$ cat src/rtl/coverfloat_pkg.sv
// coverfloat_pkg: covervector field widths, packed vector layout and stream FSM states.
`define COVER_VECTOR_WIDTH 804

package coverfloat_pkg;
    localparam int OP_W   = 32;
    localparam int RM_W   = 8;
    localparam int OPND_W = 128;
    localparam int FMT_W  = 8;
    localparam int RES_W  = 128;
    localparam int EXC_W  = 8;
    localparam int DISC_W = 3;
    localparam int INTX_W = 32;
    localparam int INTM_W = 192;

    typedef struct packed {
        logic [OP_W-1:0]   op;
        logic [RM_W-1:0]   rm;
        logic [OPND_W-1:0] a;
        logic [OPND_W-1:0] b;
        logic [OPND_W-1:0] c;
        logic [FMT_W-1:0]  operandFmt;
        logic [RES_W-1:0]  result;
        logic [FMT_W-1:0]  resultFmt;
        logic [EXC_W-1:0]  exceptionBits;
        logic [DISC_W-1:0] discard;
        logic              intermS;
        logic [INTX_W-1:0] intermX;
        logic [INTM_W-1:0] intermM;
    } covervector_t;

    typedef enum logic [1:0] {
        ST_ASSEMBLE,
        ST_HOLD,
        ST_DISCARD
    } state_t;
endpackage

$ cat src/rtl/coverfloat_vector_assembler.sv
// coverfloat_vector_assembler: beat counter, frame shift register and framing FSM.
module coverfloat_vector_assembler
    import coverfloat_pkg::*;
#(
    parameter int BEAT_W    = 32,
    parameter int NUM_BEATS = 26
) (
    input  logic                        clk,
    input  logic                        reset,
    input  logic                        s_valid_i,
    output logic                        s_ready_o,
    input  logic [BEAT_W-1:0]           s_data_i,
    input  logic                        s_last_i,
    input  logic                        out_free_i,
    output logic                        xfer_o,
    output logic                        err_o,
    output logic [BEAT_W*NUM_BEATS-1:0] frame_o
);
    localparam int FW = BEAT_W * NUM_BEATS;
    localparam int CW = $clog2(NUM_BEATS);

    state_t        state_q, state_d;
    logic [CW-1:0] cnt_q, cnt_d;
    logic [FW-1:0] sr_q, sr_d, shifted;
    logic          s_ready_q, acc, at_end;

    assign acc       = s_valid_i && s_ready_q;
    assign at_end    = cnt_q == CW'(NUM_BEATS - 1);
    assign shifted   = {sr_q[FW-BEAT_W-1:0], s_data_i};
    assign s_ready_o = s_ready_q;

    always_ff @(posedge clk) begin
        if (reset) begin
            state_q   <= ST_ASSEMBLE;
            cnt_q     <= '0;
            sr_q      <= '0;
            s_ready_q <= 1'b0;
        end else begin
            state_q   <= state_d;
            cnt_q     <= cnt_d;
            sr_q      <= sr_d;
            s_ready_q <= state_d != ST_HOLD;
        end
    end

    always_comb begin
        state_d = state_q;
        cnt_d   = cnt_q;
        sr_d    = (state_q == ST_ASSEMBLE && acc) ? shifted : sr_q;
        case (state_q)
            ST_ASSEMBLE: if (acc) begin
                cnt_d = (at_end || s_last_i) ? '0 : cnt_q + CW'(1);
                if (at_end)
                    state_d = !s_last_i ? ST_DISCARD : (out_free_i ? ST_ASSEMBLE : ST_HOLD);
            end
            ST_HOLD: if (out_free_i) state_d = ST_ASSEMBLE;
            default: if (acc && s_last_i) state_d = ST_ASSEMBLE;
        endcase
    end

    // A completed frame bypasses the shift register unless it had to wait in HOLD
    always_comb begin
        xfer_o  = (state_q == ST_ASSEMBLE && acc && at_end && s_last_i && out_free_i)
               || (state_q == ST_HOLD && out_free_i);
        err_o   = state_q == ST_ASSEMBLE && acc && (s_last_i != at_end);
        frame_o = state_q == ST_HOLD ? sr_q : shifted;
    end
endmodule

$ cat src/rtl/coverfloat_vector_stream.sv
// coverfloat_vector_stream: assembles covervector beats into unpacked output fields.
// Define COVERFLOAT_FIELD_CHECK_EN to flag vectors with nonzero discard or padding bits.
module coverfloat_vector_stream
    import coverfloat_pkg::*;
#(
    parameter int BEAT_W    = 32,
    parameter int NUM_BEATS = (`COVER_VECTOR_WIDTH + BEAT_W - 1) / BEAT_W
) (
    input  logic              clk,
    input  logic              reset,
    input  logic              s_valid,
    output logic              s_ready,
    input  logic [BEAT_W-1:0] s_data,
    input  logic              s_last,
    output logic              m_valid,
    input  logic              m_ready,
    output logic [31:0]       m_op,
    output logic [7:0]        m_rm,
    output logic [127:0]      m_a,
    output logic [127:0]      m_b,
    output logic [127:0]      m_c,
    output logic [7:0]        m_operandFmt,
    output logic [127:0]      m_result,
    output logic [7:0]        m_resultFmt,
    output logic [7:0]        m_exceptionBits,
    output logic              m_intermS,
    output logic [31:0]       m_intermX,
    output logic [191:0]      m_intermM,
    output logic [31:0]       m_vectornum,
    output logic              m_field_err,
    output logic              frame_err,
    output logic [15:0]       frame_err_cnt
);
    localparam int FW = BEAT_W * NUM_BEATS;

    logic [FW-1:0] frame;
    logic          xfer, err, hs, unused_bits;
    covervector_t  cv, vec_q, vec_d;
    logic          m_valid_q, m_valid_d, frame_err_q, frame_err_d;
    logic [31:0]   vnum_q, vnum_d;
    logic [15:0]   err_cnt_q, err_cnt_d;

    assign hs = m_valid_q && m_ready;
    assign cv = frame[`COVER_VECTOR_WIDTH-1:0];

    coverfloat_vector_assembler #(.BEAT_W(BEAT_W), .NUM_BEATS(NUM_BEATS)) u_asm (
        .clk        (clk),
        .reset      (reset),
        .s_valid_i  (s_valid),
        .s_ready_o  (s_ready),
        .s_data_i   (s_data),
        .s_last_i   (s_last),
        .out_free_i (!m_valid_q || m_ready),
        .xfer_o     (xfer),
        .err_o      (err),
        .frame_o    (frame)
    );

    always_comb begin
        vec_d       = xfer ? cv : vec_q;
        m_valid_d   = xfer || (m_valid_q && !m_ready);
        vnum_d      = hs ? vnum_q + 32'd1 : vnum_q;
        frame_err_d = err;
        err_cnt_d   = (err && err_cnt_q != 16'hFFFF) ? err_cnt_q + 16'd1 : err_cnt_q;
    end

    always_ff @(posedge clk) begin
        if (reset) begin
            vec_q       <= '0;
            m_valid_q   <= 1'b0;
            vnum_q      <= '0;
            frame_err_q <= 1'b0;
            err_cnt_q   <= '0;
        end else begin
            vec_q       <= vec_d;
            m_valid_q   <= m_valid_d;
            vnum_q      <= vnum_d;
            frame_err_q <= frame_err_d;
            err_cnt_q   <= err_cnt_d;
        end
    end

`ifdef COVERFLOAT_FIELD_CHECK_EN
    logic field_err_q, field_err_d;
    always_comb field_err_d = xfer ? (|cv.discard || |frame[FW-1:`COVER_VECTOR_WIDTH]) : field_err_q;
    always_ff @(posedge clk) field_err_q <= reset ? 1'b0 : field_err_d;
    assign m_field_err = field_err_q;
    assign unused_bits = ^vec_q.discard;
`else
    assign m_field_err = 1'b0;
    assign unused_bits = ^{vec_q.discard, frame[FW-1:`COVER_VECTOR_WIDTH]};
`endif

    assign m_valid         = m_valid_q;
    assign m_op            = vec_q.op;
    assign m_rm            = vec_q.rm;
    assign m_a             = vec_q.a;
    assign m_b             = vec_q.b;
    assign m_c             = vec_q.c;
    assign m_operandFmt    = vec_q.operandFmt;
    assign m_result        = vec_q.result;
    assign m_resultFmt     = vec_q.resultFmt;
    assign m_exceptionBits = vec_q.exceptionBits;
    assign m_intermS       = vec_q.intermS;
    assign m_intermX       = vec_q.intermX;
    assign m_intermM       = vec_q.intermM;
    assign m_vectornum     = vnum_q;
    assign frame_err       = frame_err_q;
    assign frame_err_cnt   = err_cnt_q;
endmodule

$ cat config.mk
export PLATFORM = sky130hd
export DESIGN_NAME = coverfloat_vector_stream
export DESIGN_NICKNAME = d
export VERILOG_FILES = /design/src/rtl/coverfloat_pkg.sv /design/src/rtl/coverfloat_vector_assembler.sv /design/src/rtl/coverfloat_vector_stream.sv
export SDC_FILE = /design/constraint.sdc
export NUM_CORES = 2
export LEC_CHECK = 0
export BUFFER_PORTS_ARGS = -buffer_cell sky130_fd_sc_hd__buf_2
export CORE_UTILIZATION = 40
export DETAILED_ROUTE_END_ITERATION = 8
export MAX_ROUTING_LAYER = met4
export SYNTH_ARGS = -nofsm -noshare
export SYNTH_HDL_FRONTEND = slang
export SYNTH_HIERARCHICAL = 1
export SYNTH_SLANG_ARGS = --single-unit
$ cat constraint.sdc
create_clock -name clk -period 2.2 [get_ports clk]
set_clock_uncertainty 0.1 [all_clocks]
set_input_delay 0.22 -clock clk [delete_from_list [all_inputs] [get_ports clk]]
set_output_delay 0.22 -clock clk [all_outputs]
set_load 0.01 [all_outputs]
---- Word level (Yosys, flattened, before mapping) ----
Index checks and enable logic that the tools add are counted.
word-level totals
  RAM bits ................................ 0
  input port bits ......................... 37
  bits in latches ......................... 0
  word-level logic and storage cells ...... 56
  output and inout bits ................... 853
  register bits ........................... 1663
  bits in read-only memories .............. 0
  memories kept ........................... 0
operators by class
  equal/unequal tests ..................... 5
  shift-type cells ........................ 0
  add/subtract/negate cells ............... 3
  div/mod/pow operators ................... 0
  $lt $le $gt $ge ......................... 0
  reduce and logical (&&, ||, !) cells .... 19
  multiplexer cells ....................... 9
  multipliers ............................. 0
  bitwise gates (word level) .............. 0
operators with widths
  kind                                                                     count
  804-bit two-way mux                                                      1
  32-bit by 1-bit adder with 32-bit output, second input constant          1
  16-bit by 1-bit adder with 16-bit output, second input constant          1
  16-bit inequality test, second input constant                            1
  1-bit logical AND                                                        11
  2-bit two-way mux                                                        5
  5-bit by 1-bit adder with 5-bit output, second input constant            1
  5-bit equality test, second input constant                               1
  5-bit two-way mux                                                        1
  1-bit logical OR                                                         4
  2-bit case mux with 2 select lines                                       1
  2-bit by 1-bit equality test with 1-bit output, second input constant    1
  1-bit logical NOT                                                        2
  2-bit logical NOT                                                        1
  2-bit by 1-bit inequality test with 1-bit output, second input constant  1
  2-bit AND reduction                                                      1
  1-bit two-way mux                                                        1
  1-bit inequality test                                                    1

---- Logic depth before layout (Yosys ltp) ----
  depth after elaboration ................. 8
  mapped depth ............................ 11
  depth with buffers taken out ............ 9

---- Hierarchy ----
Netlist, hierarchy kept.
by module, submodules not included
  module                       seq. area each (um^2)  cells an instance  times used  area an instance (um^2)
  coverfloat_vector_assembler  16816.1                4583               1           38889.8
  coverfloat_vector_stream     17036.3                2868               1           30330.3

---- Least setup slack after synthesis ----
No wires, ideal clock.
  path type ............................... reg-to-reg
  start ................................... register u_asm.state_q[0]
  end ..................................... register vec_q, in the netlist m_a[103]
  clock period less this slack ............ 2.418 ns
  setup time .............................. 0.128 ns
  cell stages (with the launch flop) ...... 12
  path buffers ............................ 7
  arrival ................................. 2.190 ns
  setup slack ............................. -0.218 ns
  data required time ...................... 1.972 ns
  cell sequence ........................... dfxtp_1 nor2b_1 buf_2 buf_6 buf_6 buf_4 o21a_1 clkbuf_1 clkbuf_1 buf_2 mux2i_1 nor2_1
between the ends
  cells in the longest elaborated chain, start to end .. 6
  elaborated cells between the ends (all ways) .. 9
  those cells by class .................... eq/ne: 1; mux: 1; reduce/logical: 7
ends and longest elaborated chain
  what                            line                               source
  start: declaration              coverfloat_vector_assembler.sv:22  state_t state_q, state_d;
  start signal: assignment        coverfloat_vector_assembler.sv:39  state_q <= state_d;
  2-bit logical NOT               coverfloat_vector_assembler.sv:63  xfer_o = (state_q == ST_ASSEMBLE && acc && at_end && s_last_i && out_free_i)
  1-bit logical AND (4 in a row)  coverfloat_vector_assembler.sv:63
  1-bit logical OR *              coverfloat_vector_assembler.sv:64  || (state_q == ST_HOLD && out_free_i);
  net xfer                        coverfloat_vector_stream.sv:37     logic xfer, err, hs, unused_bits;
  end signal: assignment          coverfloat_vector_stream.sv:75     vec_q <= vec_d;
  end: declaration                coverfloat_vector_stream.sv:38     covervector_t cv, vec_q, vec_d;
Mark *: on every way through the listed nets, which the timed path passes. The rest lies on a longest branch.
A chain may end at the register's enable or synchronous reset.

---- Worst setup path in the final report ----
  start ................................... register u_asm.cnt_q[1]
  end ..................................... register vec_q, in the netlist m_c[127]
between the ends
  cells in the longest elaborated chain, start to end .. 5
ends and longest elaborated chain
  what                            line                               source
  start: declaration              coverfloat_vector_assembler.sv:23  logic [CW-1:0] cnt_q, cnt_d;
  start signal: assignment        coverfloat_vector_assembler.sv:40  cnt_q <= cnt_d;
  5-bit equality test             coverfloat_vector_assembler.sv:28  assign at_end = cnt_q == CW'(NUM_BEATS - 1);
  1-bit logical AND (3 in a row)  coverfloat_vector_assembler.sv:63
  1-bit logical OR                coverfloat_vector_assembler.sv:64
  net xfer                        coverfloat_vector_stream.sv:37
The timed path passes the listed nets, and every way through them passes these cells.

==> impl_metrics.py <==
metrics = {
    "die": {
        "core_sq_mm": 0.168,
        "die_area_sq_mm": 0.171,
        "die_h_um": 414,
        "ios": 890,
        "floorplan.die.width_um": 414,
        "initial_utilization_pct": 40.4,
        "core.rowCount": 150,
    },
    "pwr": {
        "report.power.total_mw": 61.7,
        "p_switching_mw": 13.9,
        "p_seq_share_pct": 48.9,
        "internal_power_consumption_mw": 47.9,
        "vdd_ir_drop_max_uv": 815,
        "sw_frac_of_total_pct": 22.5,
        "p_leak_nw": 31.8,
        "clkPwrFrac_pct": 48.7,
        "comb_power_share_pct": 2.4,
        "power_density_over_cell_area_mw_per_mm2": 744,
    },
    "finish": {
        "nets": 8180,
        "area_delta_synth_final_pct": 22.1,
        "postLayoutCoreUtil_pct": 49.4,
        "drive_gt1_share_pct": 27.4,
    },
    "hold_path": {
        "timing.hold.worst.class": "input port to flop",
        "min_path_cells": 4,
    },
    "worst_setup_path": {
        "critical_path.endpoint_type": "flop",
        "timing.critical_path.fanout_max": 9,
        "cp_cell_instances": "inv_2 > ha_4 > nand4b_1 > buf_4 > nor3_4 > o21a_4 > buf_12 > buf_16 > buf_12 > clkbuf_16 > mux2i_1 > nor2_1",
        "path_class": "flop to flop",
        "critical_path.slowest_cell": "sky130_fd_sc_hd__dfxtp_2",
        "worst_path_arrival_time_ps": 2870,
        "critPathMaxStageDelay_ps": 320,
        "critPathLaunchType": "flop",
        "worst_ep_required_time_ps": 2800,
        "timing.reg2reg.worst_path_depth": 12,
        "critical-path-top-cell-by-count": "sky130_fd_sc_hd__buf_12",
    },
    "clock_tree": {
        "max-clock-path-buffers": 3,
        "cts_htree_levels": 4,
        "clk-insertion-delay-late_ps": 830,
        "clock-sinks": 1663,
        "tritoncts": "built",
        "clk_pin_slew_worst_paths_ps": 60,
        "clk_root_buffer_cell": "sky130_fd_sc_hd__clkbuf_16",
        "cts-buffers-inserted": 179,
    },
    "placed_design": {
        "dp_hpwl_um": 152000,
        "port_buffers": 888,
        "place_congestion": 0.908,
        "dp_slack_ps": -131,
    },
    "synth": {
        "netlist_area_sq_mm": 0.0679,
        "synth_fp_nets": 7344,
        "syn_avg_cell_area_sq_um": 9.30,
        "synth-warning-count": 6,
        "syn_inst": 7302,
    },
    "global_route": {
        "total_grt_usage_pct": 24.8,
        "grt_pass1_wl_um": 321000,
        "grt_antenna_before_repair": 2,
        "grt_start_max_net_pins": 144,
        "vias_in_the_first_global_route": 50970,
        "overflow": 0,
    },
    "timing": {
        "hold_viol_final": 0,
        "max_freq_mhz": 440,
        "worst_slew_margin_rel_pct": 45.4,
        "timing.hold.ws_ps": 86.6,
        "grt_setup_unrepaired": "yes",
        "clock_period_minus_worst_slack_ps": 2270,
        "setup_violations": 249,
        "max_slew.worst_pin.slew_ps": 819,
        "postLayoutSetupSlackWorst_ps": -73.4,
        "min_period_over_period_pct": 103,
        "report.final.slew_viol_count": 0,
    },
    "detailed_routing": {
        "ant_nets": 0,
        "avgViaCountPerCell": 5.14,
        "drt-pass1-iter-count": 6,
        "drt-wirelength-per-cell_um": 20.8,
        "vias": 53821,
        "drtIter0Drc": 3752,
        "drt_drc": 0,
        "routed_wirelength_um": 218000,
    },
    "job": {
        "drv_cap": 0,
    },
    "outcome": {
        "run_status": "finished, violations left",
        "violations_in_the_final_reports": "setup timing",
    },
}
-- sequential cells by signal (all words and copies together) (netlist names), 16 cells and up --
name,flops
m_b,128
u_asm/sr_q,804
m_vectornum,32
m_c,128
m_intermX,32
m_op,32
m_intermM,192
m_result,128
frame_err_cnt,16
m_a,128
-- critical path: cells and delay by family (launching register included) --
kind | cells | cell delay [ps]
AOI/OAI and AO/OA | 1 | 180
and+or+nand+nor | 3 | 320
DFF | 1 | 320
buffers and inverters | 6 | 870
adders and majority gates | 1 | 120
muxes | 1 | 200
-- timing repair --
action	CTS	global route
pin swaps	3	6
resized for setup	36	38
cloned	8	21
buffers inserted	9	16
setup endpoints to repair	739	1174
hold buffers	40	0
hold endpoints to repair	472	0
-- layer usage --
| metal | routed length, um | global-route usage (%) | vias to the layer above |
|---|---|---|---|
| met5 | 0 | - | - |
| met4 | 12800 | 13.3 | 0 |
| met3 | 9060 | 3.79 | 443 |
| met2 | 108000 | 41.8 | 1264 |
| met1 | 87300 | 28.2 | 25899 |
| li1 | - | - | 26215 |
-- final timing paths --
path	startpoint	to	slack (ps)
hold / removal	s_data[8]	u_asm/sr_q[8]	90
hold reg to reg	u_asm/sr_q[786]	u_asm/sr_q[786]	350
setup / recovery	u_asm/cnt_q[1]	m_c[127]	-70
setup reg to reg	u_asm/cnt_q[1]	m_c[127]	-70
-- cells in the final DEF, fill, tap and decap left out, types with 4 or more instances in the layout --
| cell | n |
|---|---|
| sky130_fd_sc_hd__nand4_1 | 16 |
| sky130_fd_sc_hd__buf_6 | 12 |
| sky130_fd_sc_hd__clkbuf_1 | 45 |
| sky130_fd_sc_hd__a21oi_1 | 836 |
| sky130_fd_sc_hd__dlygate4sd3_1 | 40 |
| sky130_fd_sc_hd__ha_1 | 4 |
| sky130_fd_sc_hd__or3_1 | 10 |
| sky130_fd_sc_hd__mux2_2 | 787 |
| sky130_fd_sc_hd__and2_1 | 5 |
| sky130_fd_sc_hd__clkinv_2 | 21 |
| sky130_fd_sc_hd__buf_16 | 22 |
| sky130_fd_sc_hd__mux2i_2 | 8 |
| sky130_fd_sc_hd__o21ai_0 | 11 |
| sky130_fd_sc_hd__mux2_1 | 17 |
| sky130_fd_sc_hd__or4_1 | 20 |
| sky130_fd_sc_hd__inv_1 | 10 |
| sky130_fd_sc_hd__nand2_1 | 1628 |
| sky130_fd_sc_hd__and3_1 | 6 |
| sky130_fd_sc_hd__buf_8 | 4 |
| sky130_fd_sc_hd__dfxtp_1 | 1661 |
| sky130_fd_sc_hd__mux2i_1 | 794 |
| sky130_fd_sc_hd__buf_2 | 887 |
| sky130_fd_sc_hd__nor2b_1 | 5 |
| sky130_fd_sc_hd__bufinv_16 | 7 |
| sky130_fd_sc_hd__buf_12 | 102 |
| sky130_fd_sc_hd__buf_4 | 133 |
| sky130_fd_sc_hd__o31ai_1 | 17 |
| sky130_fd_sc_hd__inv_16 | 6 |
| sky130_fd_sc_hd__and4_1 | 8 |
| sky130_fd_sc_hd__inv_6 | 5 |
| sky130_fd_sc_hd__nor2_1 | 819 |
| sky130_fd_sc_hd__xor2_1 | 7 |
| sky130_fd_sc_hd__clkbuf_8 | 41 |
| sky130_fd_sc_hd__xnor2_1 | 4 |
| sky130_fd_sc_hd__clkbuf_16 | 199 |
| sky130_fd_sc_hd__nand3_1 | 21 |
-- final cells by class --
cell class              count  area (sq um)
multi-input cells        5065         31900
well taps                2204          2760
flip-flops and latches   1663         33300
repair buffers           1218          9130
inverters                  11          41.3
clock inverters            47           589
diodes                      3          7.51
clock buffers             267          5260
fillers                 15353         85000
-- power groups by stage --
| stage | logic (mW) | registers, mW | clock network [mW] |
|---|---|---|---|
| after floorplan | 0.985 | 30.9 | 0 |
| after global placement | 1.42 | 30.9 | 0 |
| after detailed placement | 1.42 | 30.9 | 0 |
| after global routing | 1.59 | 30.2 | 31.9 |
| after CTS | 1.48 | 30.2 | 30.6 |
| final | 1.48 | 30.2 | 30.1 |
-- stage by stage --
stage	instance area [sq um]	TNS (ps)	std cells
2_1_floorplan	68000	-39180	7302
3_3_place_gp	75500	-25580	10070
3_5_place_dp	75500	-32360	10070
4_1_cts	82200	-1240	10440
5_1_grt	82900	-103540	10477
6_report	82900	-4370	10478
Power figures use the tool's default switching activity.
